## config.mk

```make
export PLATFORM = sky130hd
export DESIGN_NAME = aesl_deadlock_stall_detector
export DESIGN_NICKNAME = d
export VERILOG_FILES = /design/src/rtl/aesl_deadlock_stall_detector.sv
export SDC_FILE = /design/constraint.sdc
export NUM_CORES = 1
export LEC_CHECK = 0
export CORE_AREA = 2 2 91 93
export DETAILED_ROUTE_END_ITERATION = 7
export DIE_AREA = 0 0 93 95
export GPL_TIMING_DRIVEN = 0
export MAX_ROUTING_LAYER = met4
export PLACE_DENSITY_LB_ADDON = 0.15
export REMOVE_ABC_BUFFERS = 1
export SLEW_MARGIN = 20
export SYNTH_ARGS = -nofsm -noshare
export SYNTH_HDL_FRONTEND = slang
export SYNTH_SLANG_ARGS = --single-unit
```

## constraint.sdc

```tcl
create_clock -name clock -period 3.11 [get_ports clock]
set_input_delay 0.622 -clock clock [delete_from_list [all_inputs] [get_ports clock]]
set_output_delay 0.622 -clock clock [all_outputs]
set_load 0.01 [all_outputs]
```

## src/rtl/aesl_deadlock_stall_detector.sv

```systemverilog
// Purpose: detects mutually stalled processes and walks each dependence cycle for the deadlock report unit.
// Latency: ANNOUNCE STALL_THRESH+1 cycles after blocking begins; first hop 1 cycle after origin_in.
// Backpressure: none on the inputs; a closed walk holds in CLOSE until token_clear. Optional trace: AESL_DL_STALL_TRACE_EN.
module aesl_deadlock_stall_detector #(
    parameter int PROC_NUM     = 2,
    parameter int STALL_THRESH = 16,
    parameter int CNT_W        = 16
) (
    input  logic                         clock,
    input  logic                         reset,
    input  logic [PROC_NUM-1:0]          proc_blocked,
    input  logic [PROC_NUM*PROC_NUM-1:0] proc_dep,
    input  logic [PROC_NUM-1:0]          origin_in,
    input  logic                         token_clear,
    output logic [PROC_NUM-1:0]          dl_in_vec,
    output logic                         dl_locked,
    output logic                         walk_trunc
);

    typedef enum logic [2:0] {MONITOR, ANNOUNCE, WAIT_ORIGIN, WALK, CLOSE} state_t;

    localparam logic [CNT_W-1:0] THRESH = CNT_W'(STALL_THRESH);
    localparam int               HOP_W  = $clog2(PROC_NUM + 1);

    state_t              state;
    logic [CNT_W-1:0]    cnt [PROC_NUM];
    logic [PROC_NUM-1:0] stalled, det_reg, cur, visited, org;
    logic [PROC_NUM-1:0] cur_row, nxt_raw, nxt, walk_emit, origin_low;
    logic                closure, walk_force, walk_close;
    logic [HOP_W-1:0]    hops;

    always_ff @(posedge clock) begin
        if (reset) begin
            for (int i = 0; i < PROC_NUM; i++) cnt[i] <= '0;
        end else begin
            for (int i = 0; i < PROC_NUM; i++) begin
                if (!proc_blocked[i])
                    cnt[i] <= '0;
                else if (cnt[i] != THRESH)
                    cnt[i] <= cnt[i] + 1'b1;
            end
        end
    end

    // A stalled set closes when every member waits on something, and only on other stalled members.
    always_comb begin
        stalled = '0;
        cur_row = '0;
        for (int i = 0; i < PROC_NUM; i++) begin
            stalled[i] = (cnt[i] == THRESH);
            if (cur[i]) cur_row = cur_row | proc_dep[i*PROC_NUM +: PROC_NUM];
        end
        closure = (stalled != '0);
        for (int i = 0; i < PROC_NUM; i++) begin
            if (stalled[i] && ((proc_dep[i*PROC_NUM +: PROC_NUM] == '0) ||
                               ((proc_dep[i*PROC_NUM +: PROC_NUM] & ~stalled) != '0)))
                closure = 1'b0;
        end
    end

    assign origin_low = origin_in & (~origin_in + PROC_NUM'(1));
    assign nxt_raw    = cur_row & det_reg;
    assign nxt        = nxt_raw & (~nxt_raw + PROC_NUM'(1));
    assign walk_force = (nxt != org) &&
                        ((nxt == '0) || ((nxt & visited) != '0) || (hops >= HOP_W'(PROC_NUM)));
    assign walk_close = walk_force || (nxt == org);
    assign walk_emit  = walk_force ? org : nxt;

    always_comb begin
        case (state)
            ANNOUNCE: dl_in_vec = det_reg;
            WALK:     dl_in_vec = walk_emit;
            default:  dl_in_vec = '0;
        endcase
    end

    always_ff @(posedge clock) begin
        if (reset) begin
            state      <= MONITOR;
            det_reg    <= '0;
            cur        <= '0;
            visited    <= '0;
            org        <= '0;
            hops       <= '0;
            dl_locked  <= 1'b0;
            walk_trunc <= 1'b0;
        end else begin
            case (state)
                MONITOR: begin
                    if (closure) begin
                        det_reg   <= stalled;
                        dl_locked <= 1'b1;
                        state     <= ANNOUNCE;
                    end
                end
                ANNOUNCE: state <= WAIT_ORIGIN;
                WAIT_ORIGIN: begin
                    if (origin_in != '0) begin
                        cur     <= origin_low;
                        visited <= origin_low;
                        org     <= origin_low;
                        hops    <= '0;
                        state   <= WALK;
                    end
                end
                WALK: begin
                    if (walk_close) begin
                        if (walk_force) walk_trunc <= 1'b1;
                        state <= token_clear ? WAIT_ORIGIN : CLOSE;
                    end else begin
                        cur     <= nxt;
                        visited <= visited | nxt;
                        hops    <= hops + 1'b1;
                    end
                end
                CLOSE: begin
                    if (token_clear) state <= WAIT_ORIGIN;
                end
                default: state <= MONITOR;
            endcase
        end
    end

`ifdef AESL_DL_STALL_TRACE_EN
    logic [31:0] cyc;

    function automatic int onehot_idx(input logic [PROC_NUM-1:0] v);
        for (int i = 0; i < PROC_NUM; i++)
            if (v[i]) return i;
        return -1;
    endfunction

    always_ff @(posedge clock) begin
        if (reset) begin
            cyc <= '0;
        end else begin
            cyc <= cyc + 1'b1;
            if (state == ANNOUNCE)
                $display("DL ANNOUNCE cyc=%0d vec=%h", cyc, det_reg);
            if (state == WALK) begin
                $display("DL HOP cyc=%0d from=%0d to=%0d", cyc, onehot_idx(cur), onehot_idx(walk_emit));
                if (walk_force) $display("DL TRUNC");
            end
        end
    end
`endif

endmodule

```

==> results.md <==
* Hold worst-path end: dl_locked$_SDFFE_PP0P_
* P&R area growth vs syn at 14.88%
* Yosys reg bits at 47
* Buffers on Ports at 14
* Largest family of logic cells by synthesized area: simple AND/OR/NAND/NOR gates
* Worst slew pin tran at 0.8441 ns
* Hold depth at 2
* Vias per cell at 4.970
* Xor and xnor area share after synthesis at 8.212%
* Min Tclk post-route at 3.006 ns
* TritonCTS clock tree: yes
* 1st-pass router iterations at 4
* Hpwl dp at 3.790 mm
* Reg2reg end: cnt[1][11]$_SDFFCE_PN0P_
* Share of cells above drive strength 1 at 8.219%
* Seq/Total Area, Yosys at 47.30%
* Placed inst area at 0.002905 mm2
* Clock insertion delay at the later pin of the skew report at 0.30 ns
* Die width at 93 um
* CP max-delay cell: a2111o_1
* Final setup fails at 0
* Max Freq at 332.7 MHz
* Mux contribution to synthesized area at 1.971%
* Final period util at 96.65%
* Crit path DAT at 2.38 ns
* Adder-cell area share of the yosys netlist at 2.346%
* First-iteration detailed-routing DRC count at 79
* HP Class: reg -> reg
* # rows at 33
* Final clock skew at 0.007040 ns
* Largest registers: cnt x32, state x3
* CTS clk-pin slew, worst paths at 0.09 ns
* Top_reg_cell synth: edfxtp_1
* Status: completed
* H-tree depth at 2
* P_int at 0.9305 mW
* Wire length of the first global-routing pass at 9.232 mm
* DP Cell Count at 385
* Synth Instances at 274
* Core Box Area at 0.007928 mm2
* Vias at 1973
* # IOs at 15
* Most common cell after layout, fill and taps aside: nor2_1
* Post-Synth Simple-Gate Area at 25.43%
* Critical Path RT at 2.49 ns
* Largest net degree at the start of global routing at 25
* Setup slack, reg-to-reg at 0.66 ns
* Biggest register: cnt
* Crit-path max FO at 2
* Vias in the first global route at 1918
* Ys async rst share at 0%
* Clk pwr share at 36.8%
* Number of synthesized flops with an enable pin at 32
* Pleak at 1.035 nW
* P_sw at 0.2686 mW
* Reg-to-reg critical path startpoint: cnt[1][0]$_SDFFCE_PN0P_
* Post-synthesis instance area at 0.002666 mm2
* Filler cells at 816
* Gr usage total at 13.46%
* Initial core utilization at 33.63%
* Sequential fraction of design power at 56.6%
* Ant. Diodes at 0
* TritonCTS Sinks at 47
* Avg WL per Cell at 13.70 um
* DRC at 0
* Die height at 95 um
* Die ar. at 0.008835 mm2
* Warnings, synthesis at 0
* Fin. Hold Viols at 0
* Detailed Route WL at 5.440 mm
* Critical path class: in -> out
* Critical Path Start: proc_dep[0]
* Avg Cell Area, Syn at 9.731 um2
* Distinct cells, synth at 51
* Max reg flops at 32
* Antenna Nets Post-Route at 0
* Inserted Clock Buffers at 5
* VDD IR max at 0.1502 mV
* Max cap viols at 0
* Slowest Stage Delay on Critical Path at 0.44 ns
* # nets final at 307
* Crit. End Element: output port
* R2R depth at 6
* Synth Area in Compound Gates at 11.40%
* Initial antenna violation count at 0
* Unrepaired setup endpoints after global routing: no
* Post-Layout Inst Area at 0.003063 mm2
* Total Power at 1.199 mW
* CP Cell Sequence: clkdlybuf4s15_1, a22o_4, a2111o_1, buf_4, a211oi_4, a32oi_1, a21oi_1, buf_2
* Total gr overflow at 0
* Combinational fraction of design power at 6.5%
* Max-slew violations at 0
* Multi-input logic area at 0.001340 mm2
* CTS root buf: clkbuf_8
* Sw Share at 22.40%
* Max-slew headroom at 43.55%
* GP Congestion at 0.7773
* FF/Latch Area at 0.001261 mm2
* CP startpoint kind: primary input
* Most frequent cells in the layout: 43 x nor2_1, 32 x edfxtp_1, 15 x inv_1, 15 x dfxtp_1
* Pwr dens at 391.5 mW/mm2
* HP Start: dl_locked$_SDFFE_PP0P_
* Final Non-Filler Cells at 397
* Max Root-Sink Buffers at 2
## worst max-delay path: cells and delay by family
family          cells  cell delay [ns]
compound gates      5             1.24
buf+inv             3             0.51
## logic make-up after synthesis
kind of cell	count (synthesis)
muxes	5
AOI/OAI and AO/OA	39
and+or+nand+nor	130
xor gates and xnor gates	25
buffers and inverters	23
DFF	47
adders and majority gates	5
## routing by layer
metal,up-vias,wire length (um),part of all wire (%),GRT usage [%]
li1,1024,-,-,-
met1,920,2748,51,17.13
met2,23,2481,46,21.74
met3,6,136,2.5,2.713
met4,0,73,1.3,4.044
met5,-,0,0,-
## worst max path at each step
stage	endpoint	slack, ns	depth (start not counted)
floorplan	dl_in_vec[1]	0.41	5
global placement	dl_in_vec[0]	-0.79	7
detailed placement	dl_in_vec[0]	-0.75	7
CTS	dl_in_vec[0]	0.08	8
global route	dl_in_vec[0]	0.004	8
finish	dl_in_vec[1]	0.10	8
## power groups by stage
| stage | Combinational [mW] | Clock (mW) | Sequential (mW) |
|---|---|---|---|
| after floorplan | 0.0469 | 0 | 0.690 |
| after global placement | 0.0789 | 0 | 0.693 |
| after detailed placement | 0.0788 | 0 | 0.693 |
| after CTS | 0.0788 | 0.457 | 0.679 |
| after global routing | 0.0884 | 0.479 | 0.681 |
| final | 0.0782 | 0.442 | 0.679 |
## synthesized netlist by cell type, types with 2 or more instances
cell type,instances,area share (%)
buf_2,2,0.38
ha_1,5,2.3
nor4_1,5,1.2
xnor2_1,11,3.6
nor2_1,43,6.1
clkbuf_1,6,0.84
nand2_1,14,2.0
o21ai_1,2,0.38
a22oi_1,2,0.56
xor2_1,14,4.6
mux2i_1,3,1.1
edfxtp_1,32,36
and2_1,2,0.47
nor2b_1,2,0.47
or3_1,3,0.70
inv_1,15,2.1
o21ai_0,5,0.94
nor3_1,8,1.5
and4_1,3,0.99
nand4_1,10,2.3
dfxtp_1,15,11
a31oi_1,3,0.70
and3_1,3,0.70
nand2b_1,7,1.6
nor3b_1,2,0.56
a21oi_1,11,2.1
nand3_1,14,2.6
nand3b_1,7,2.0
nor4b_1,3,0.99
## through the flow
| stage | util (%) | hold WS [ns] | setup TNS, ns | worst slack, ns |
|---|---|---|---|---|
| after global routing | 38.64 | 0.5142 | 0 | 0.004055 |
| after CTS | 38.56 | 0.4829 | 0 | 0.08402 |
| after global placement | 36.65 | 0.4612 | -1.496 | -0.7872 |
| after detailed placement | 36.65 | 0.4681 | -1.429 | -0.7503 |
| after floorplan | - | 0.4465 | 0 | 0.4141 |
| final | 38.64 | 0.4825 | 0 | 0.1041 |
## final cells by class
cell class,instances,share of cell area [%]
multi-input cells,204,43.75
flip-flops and latches,47,41.18
repair buffers,18,5.270
well taps,105,4.289
clock buffers,7,3.513
inverters,15,1.838
clock inverters,1,0.1634
## what timing repair did
item                                    in CTS  in global routing
buffers inserted                             4                  0
endpoints found under the setup margin       2                  1
hold buffers                                 0                  0
gates resized for setup                     17                  3
cloned                                       0                  0
pin swaps                                    4                  4
Power figures use the tool's default switching activity.
